--- config.mk ---
export PLATFORM = sky130hd
export DESIGN_NAME = mc_ctrl
export DESIGN_NICKNAME = d
export VERILOG_FILES = /design/src/rtl/mc_pkg.sv /design/src/rtl/mc_decode.sv /design/src/rtl/mc_ctrl.sv
export SDC_FILE = /design/constraint.sdc
export NUM_CORES = 1
export LEC_CHECK = 0
export CAP_MARGIN = 10
export CELL_PAD_IN_SITES_DETAIL_PLACEMENT = 1
export CELL_PAD_IN_SITES_GLOBAL_PLACEMENT = 1
export CORE_MARGIN = 2
export CORE_UTILIZATION = 27
export DETAILED_ROUTE_END_ITERATION = 10
export HOLD_SLACK_MARGIN = 0.15
export PLACE_DENSITY = 0.85
export SLEW_MARGIN = 20
export SYNTH_ARGS = -nofsm -noshare
export SYNTH_HDL_FRONTEND = slang
export SYNTH_HIERARCHICAL = 1
export SYNTH_SLANG_ARGS = --single-unit
--- constraint.sdc ---
create_clock -name clk -period 4.56 [get_ports clk]
set_clock_uncertainty 0.1 [all_clocks]
set_input_delay 0.912 -clock clk [delete_from_list [all_inputs] [get_ports clk]]
set_output_delay 0.912 -clock clk [all_outputs]
set_load 0.02 [all_outputs]
--- src/rtl/mc_pkg.sv ---
// Shared types and encodings for the multi-cycle RV32I control unit.
package mc_pkg;

  typedef enum logic [2:0] {
    S_FETCH  = 3'd0,
    S_DECODE = 3'd1,
    S_EXEC   = 3'd2,
    S_MEM    = 3'd3,
    S_WB     = 3'd4,
    S_TRAP   = 3'd5
  } state_t;

  typedef enum logic [3:0] {
    C_R, C_I, C_LOAD, C_STORE, C_BRANCH, C_LUI, C_JAL, C_JALR, C_ILL
  } cls_t;

  localparam logic [6:0] OP_R      = 7'b0110011;
  localparam logic [6:0] OP_I      = 7'b0010011;
  localparam logic [6:0] OP_LOAD   = 7'b0000011;
  localparam logic [6:0] OP_STORE  = 7'b0100011;
  localparam logic [6:0] OP_BRANCH = 7'b1100011;
  localparam logic [6:0] OP_LUI    = 7'b0110111;
  localparam logic [6:0] OP_JAL    = 7'b1101111;
  localparam logic [6:0] OP_JALR   = 7'b1100111;

  localparam logic [1:0] WD_ALU  = 2'b00;
  localparam logic [1:0] WD_DRAM = 2'b01;
  localparam logic [1:0] WD_PC4  = 2'b10;

  localparam logic [2:0] SEXT_I = 3'd0;
  localparam logic [2:0] SEXT_S = 3'd1;
  localparam logic [2:0] SEXT_B = 3'd2;
  localparam logic [2:0] SEXT_U = 3'd3;
  localparam logic [2:0] SEXT_J = 3'd4;

  localparam logic [1:0] NPC_PC4  = 2'b00;
  localparam logic [1:0] NPC_BR   = 2'b01;
  localparam logic [1:0] NPC_JAL  = 2'b10;
  localparam logic [1:0] NPC_JALR = 2'b11;

  localparam logic [3:0] ALU_ADD = 4'b0000;
  localparam logic [3:0] ALU_SUB = 4'b1000;

endpackage

--- src/rtl/mc_decode.sv ---
// Combinational instruction decoder: class, immediate format, ALU op, illegal flag.
module mc_decode
  import mc_pkg::*;
(
  input  logic [31:0] inst,
  output logic [3:0]  cls,
  output logic [2:0]  sext_op,
  output logic [3:0]  alu_op,
  output logic        illegal
);

  logic [2:0] funct3;
  logic       unused_bits;

  assign funct3      = inst[14:12];
  assign unused_bits = ^{inst[31], inst[29:15], inst[11:7]};

  always_comb begin
    cls     = C_ILL;
    sext_op = SEXT_I;
    alu_op  = ALU_ADD;
    case (inst[6:0])
      OP_R: begin
        cls    = C_R;
        alu_op = {inst[30], funct3};
      end
      OP_I: begin
        cls    = C_I;
        alu_op = {inst[30] & (funct3 == 3'b101), funct3};
      end
      OP_LOAD:  cls = C_LOAD;
      OP_STORE: begin
        cls     = C_STORE;
        sext_op = SEXT_S;
      end
      OP_BRANCH: begin
        cls     = C_BRANCH;
        sext_op = SEXT_B;
        alu_op  = ALU_SUB;
      end
      OP_LUI: begin
        cls     = C_LUI;
        sext_op = SEXT_U;
      end
      OP_JAL: begin
        cls     = C_JAL;
        sext_op = SEXT_J;
      end
      OP_JALR: cls = C_JALR;
      default: cls = C_ILL;
    endcase
  end

  assign illegal = (cls == C_ILL);

endmodule

--- src/rtl/mc_ctrl.sv ---
// Multi-cycle RV32I control FSM with DRAM wait timeout and sticky trap.
// Optional perf counters (instret, stall_cnt) when MC_CTRL_PERF_EN is defined.
//   state  | meaning
//   FETCH  | load IR
//   DECODE | classify opcode, illegal -> TRAP
//   EXEC   | ALU op; branches retire here
//   MEM    | DRAM access, wait for dram_ready; stores retire here
//   WB     | register write-back and PC update
//   TRAP   | fault, held until reset
module mc_ctrl
  import mc_pkg::*;
#(
  parameter int WAIT_MAX = 15
) (
  input  logic        clk,
  input  logic        rst_n,
  input  logic [31:0] inst,
  input  logic        br_true,
  input  logic        dram_ready,
  output logic        ir_we,
  output logic        pc_we,
  output logic [1:0]  npc_op,
  output logic        rf_we,
  output logic [1:0]  wd_sel,
  output logic [2:0]  sext_op,
  output logic [3:0]  alu_op,
  output logic        dram_req,
  output logic        dram_we,
  output logic [2:0]  state,
  output logic        trap
`ifdef MC_CTRL_PERF_EN
  ,
  output logic [31:0] instret,
  output logic [31:0] stall_cnt
`endif
);

  localparam logic [3:0] WAIT_LAST = 4'(WAIT_MAX - 1);

  state_t     state_q, state_d;
  logic [3:0] wait_cnt;
  logic [3:0] cls;
  logic       illegal;
  logic       is_mem;

  mc_decode u_decode (
    .inst    (inst),
    .cls     (cls),
    .sext_op (sext_op),
    .alu_op  (alu_op),
    .illegal (illegal)
  );

  assign is_mem = (cls == C_LOAD) || (cls == C_STORE);
  assign state  = state_q;

  always_ff @(posedge clk or negedge rst_n) begin
    if (!rst_n) state_q <= S_FETCH;
    else        state_q <= state_d;
  end

  // The timeout fires on the wait that would bring the count to WAIT_MAX;
  // a ready strobe in that same cycle still wins.
  always_comb begin
    state_d = state_q;
    case (state_q)
      S_FETCH:  state_d = S_DECODE;
      S_DECODE: state_d = illegal ? S_TRAP : S_EXEC;
      S_EXEC: begin
        if (is_mem)                 state_d = S_MEM;
        else if (cls == C_BRANCH)   state_d = S_FETCH;
        else                        state_d = S_WB;
      end
      S_MEM: begin
        if (dram_ready)                state_d = (cls == C_LOAD) ? S_WB : S_FETCH;
        else if (wait_cnt == WAIT_LAST) state_d = S_TRAP;
      end
      S_WB:     state_d = S_FETCH;
      S_TRAP:   state_d = S_TRAP;
      default:  state_d = S_TRAP;
    endcase
  end

  always_comb begin
    ir_we    = 1'b0;
    pc_we    = 1'b0;
    rf_we    = 1'b0;
    dram_req = 1'b0;
    dram_we  = 1'b0;
    npc_op   = NPC_PC4;
    wd_sel   = WD_ALU;
    case (cls)
      C_BRANCH: npc_op = br_true ? NPC_BR : NPC_PC4;
      C_JAL:    npc_op = NPC_JAL;
      C_JALR:   npc_op = NPC_JALR;
      default:  npc_op = NPC_PC4;
    endcase
    case (cls)
      C_LOAD:         wd_sel = WD_DRAM;
      C_JAL, C_JALR:  wd_sel = WD_PC4;
      default:        wd_sel = WD_ALU;
    endcase
    // Enables are gated by rst_n so nothing fires while reset is held.
    if (rst_n) begin
      case (state_q)
        S_FETCH: ir_we = 1'b1;
        S_EXEC:  pc_we = (cls == C_BRANCH);
        S_MEM: begin
          dram_req = 1'b1;
          dram_we  = (cls == C_STORE);
          pc_we    = (cls == C_STORE) && dram_ready;
        end
        S_WB: begin
          rf_we = 1'b1;
          pc_we = 1'b1;
        end
        default: ;
      endcase
    end
  end

  always_ff @(posedge clk or negedge rst_n) begin
    if (!rst_n) begin
      wait_cnt <= 4'd0;
      trap     <= 1'b0;
    end else begin
      if (state_q == S_EXEC)
        wait_cnt <= 4'd0;
      else if (state_q == S_MEM && !dram_ready)
        wait_cnt <= wait_cnt + 4'd1;
      if (state_d == S_TRAP)
        trap <= 1'b1;
    end
  end

`ifdef MC_CTRL_PERF_EN
  always_ff @(posedge clk or negedge rst_n) begin
    if (!rst_n) begin
      instret   <= 32'd0;
      stall_cnt <= 32'd0;
    end else begin
      if (pc_we)
        instret <= instret + 32'd1;
      if (state_q == S_MEM && !dram_ready)
        stall_cnt <= stall_cnt + 32'd1;
    end
  end
`endif

endmodule

==> flow_metrics.py <==
metrics = {
    "run_status": {
        "outcome": "finished, final reports clean",
    },
    "placement": {
        "portBuffers": 34,
        "routabilityCongestion": 0.884,
        "hpwl_um": 2580,
    },
    "floorplan": {
        "initial_utilization": 0.280,
        "io_pins": 56,
        "rows": 21,
        "coreArea_um2": 3310,
        "die_y_um": 62.6,
        "dieArea_um2": 3910,
        "die_width_um": 62.6,
    },
    "pwr": {
        "power_density_nw_per_um2": 239,
        "vdd_drop_max_mv": 0.121,
        "totalPowerFinal_mw": 0.337,
        "p_leak_nw": 0.558,
    },
    "global_routing": {
        "grt_pass1_vias": 1175,
        "antenna_found_initial": 0,
        "grt_pass1_wl_um": 5450,
        "grt_use_total": 0.175,
        "grt-ovfl-total": 0,
        "grt_max_degree": 17,
    },
    "layout": {
        "syn_to_final_growth_pct": 52.6,
        "num_antenna_cells": 0,
        "nets": 204,
        "drive_gt1_frac": 0.159,
        "final_util": 0.427,
    },
    "routing": {
        "drtIter0Drc": 39,
        "drtPass1Iterations": 4,
        "via_per_inst": 5.21,
        "dr_total_vias": 1094,
        "routedWlPerCell_um": 15.4,
        "routed_wl_um": 3230,
        "antenna_left": 0,
        "drcViolationCount": 0,
    },
    "timing": {
        "final.min_clock_period_ps": 4330,
        "final-setup-viol-count": 0,
        "maxSlewHeadroom": 0.704,
        "tightest_slew_ps": 443,
        "fin_crit_sh": 0.949,
        "hold_viol": 0,
        "maxSlewViolCount": 0,
        "rsz0062_at_grt": "false",
        "fmaxAchievable_ghz": 0.231,
    },
    "cts": {
        "cts.sinks": 8,
        "clock_path_buffers": 2,
        "cts_max_level": 1,
        "tritoncts": "built",
        "cts_hold_buf": 0,
        "clk_pin_slew_ps": 60,
        "clk_latency_ps": 270,
        "cts_inserted_buffers": 3,
        "ctsRootBufferMaster": "clkbuf_4",
    },
    "setup_path": {
        "path_cells": "clkdlybuf4s50_1 > buf_4 > buf_4 > nor4b_2 > a31oi_1 > a211oi_2 > buf_4 > nand2_1 > a21oi_1 > clkdlybuf4s50_1",
        "critPathMaxStageDelay_ps": 610,
        "crit_start": "inst[6]",
        "crit_path_end": "npc_op[0]",
        "cp_max_fo": 6,
        "reg2reg_from": "state[1]$_DFF_PN0_",
        "arrival_ps": 3320,
        "rr_worst_depth": 3,
        "cp_data_required_time_ps": 3550,
        "slowest_stage": "clkdlybuf4s50_1",
        "crit_type": "input pin to output pin",
        "reg2reg_to": "state[2]$_DFF_PN0_",
        "cp-end-kind": "output pin",
        "r2r_slack_ps": 2950,
        "cp_common_cell": "buf_4",
        "startpoint_type": "input pin",
    },
    "synthesis": {
        "synthesis.area_um2": 926,
        "synth_fp_nets": 159,
        "yosys.cell_types.count": 48,
        "async_reset_ff_frac": 1.00,
        "synth_edf_count": 0,
        "yosys_warnings": 6,
        "ys.flop_type": "dfrtp_1",
        "synth_cells": 121,
        "yosys_register_bits": 8,
        "ys_seq_area_frac": 0.216,
        "avgSynthCellArea_um2": 7.65,
    },
    "run": {
        "cap_violations": 0,
    },
    "worst_hold_path": {
        "min-delay-path-class": "flop to flop",
    },
}
==> cell usage after synthesis, types with 2 or more instances <==
cell type | instances | area [µm²]
and2_1 | 3 | 18.8
clkbuf_1 | 6 | 22.5
nand2_1 | 12 | 45.0
buf_6 | 2 | 22.5
nand4b_1 | 3 | 26.3
nand3_1 | 4 | 20.0
o21ai_1 | 3 | 15.0
nand2b_1 | 3 | 18.8
a31oi_1 | 3 | 18.8
nor4_1 | 3 | 18.8
dfrtp_1 | 8 | 200
a211oi_1 | 2 | 15.0
nor2_1 | 7 | 26.3
nor2b_1 | 4 | 25.0
nor3_1 | 5 | 25.0
inv_1 | 5 | 18.8
or2_1 | 2 | 12.5
nor3b_1 | 4 | 30.0
and3_1 | 5 | 31.3
mux2i_1 | 2 | 20.0
ha_1 | 2 | 25.0
a21oi_1 | 7 | 35.0
==> sequential cells by signal, indices dropped and copies added, names as in the netlist <==
register / count
trap: 1
wait_cnt: 4
state: 3
==> how the worst min path moves through the flow <==
stage                                  startpoint                       to  cells after the start
after floorplan           wait_cnt[3]$_DFFE_PN0P_  wait_cnt[3]$_DFFE_PN0P_                      2
after global placement           trap$_DFFE_PN0N_         trap$_DFFE_PN0N_                      1
after detailed placement         trap$_DFFE_PN0N_         trap$_DFFE_PN0N_                      1
after CTS                        trap$_DFFE_PN0N_         trap$_DFFE_PN0N_                      1
after global routing             trap$_DFFE_PN0N_         trap$_DFFE_PN0N_                      1
final                            trap$_DFFE_PN0N_         trap$_DFFE_PN0N_                      1
==> cell usage in the layout (no fill, tap or decap), types with 4 or more instances in the layout <==
cell type,count
nand2_1,12
inv_1,5
buf_4,17
nor3b_1,4
nor3_1,5
nor2b_1,4
clkdlybuf4s50_1,33
dfrtp_1,8
and3_1,5
nand3_1,4
nor2_1,7
a21oi_1,7
==> per-stage QoR <==
step	hold WS [ps]	setup slack [ps]	cell area [µm²]	cells	setup TNS, ps
6_report	380	231	1410	210	0
5_1_grt	380	61.9	1410	210	0
4_1_cts	378	149	1410	210	0
3_5_place_dp	368	-17.2	1390	207	-17.2
3_3_place_gp	349	-1.45	1390	207	-1.45
2_1_floorplan	421	670	926	121	0
==> routing by layer <==
layer,track usage,part of all wire,vias up
met5,0,0,-
met4,0.0861,0.029,0
met3,0.0234,0.030,9
met2,0.310,0.50,23
met1,0.205,0.44,531
li1,-,-,531
==> final cells by class <==
| class | count | area, µm² |
|---|---|---|
| fillers | 427 | 1900 |
| multi-input cells | 97 | 647 |
| flip-flops and latches | 8 | 200 |
| clock buffers | 3 | 22.5 |
| inverters | 5 | 18.8 |
| well taps | 46 | 57.6 |
| repair buffers | 51 | 467 |
==> report_power, final <==
part | internal, mW | switching, mW | total [mW] | leakage [nW]
clock network | 0.0305 | 0.0300 | 0.0605 | 0.0138
registers | 0.0814 | 0.0373 | 0.119 | 0.0769
logic | 0.0803 | 0.0777 | 0.158 | 0.468
total | 0.192 | 0.145 | 0.337 | 0.558
==> repair_timing <==
| item | 4_1_cts | 5_1_grt |
|---|---|---|
| hold endpoints to repair | 0 | 0 |
| gates resized for setup | 1 | 1 |
| endpoints found under the setup margin | 1 | 1 |
| buffers inserted | 0 | 0 |
==> worst max-delay path, delay by kind of cell <==
family / cells / cell delay [ps]
AOI/OAI and AO/OA: 3 / 490
and+or+nand+nor: 2 / 320
buffers and inverters: 5 / 1580
==> cells by family (layout without fill, tap and decap cells) <==
family / Yosys count / in the layout / share of synthesized area
flops: 8 / 8 / 0.216
buf+inv: 16 / 59 / 0.0905
compound gates: 28 / 28 / 0.214
mux: 2 / 2 / 0.0216
fa+ha+maj: 2 / 2 / 0.0270
simple gates: 65 / 65 / 0.431
Power figures use the tool's default switching activity.
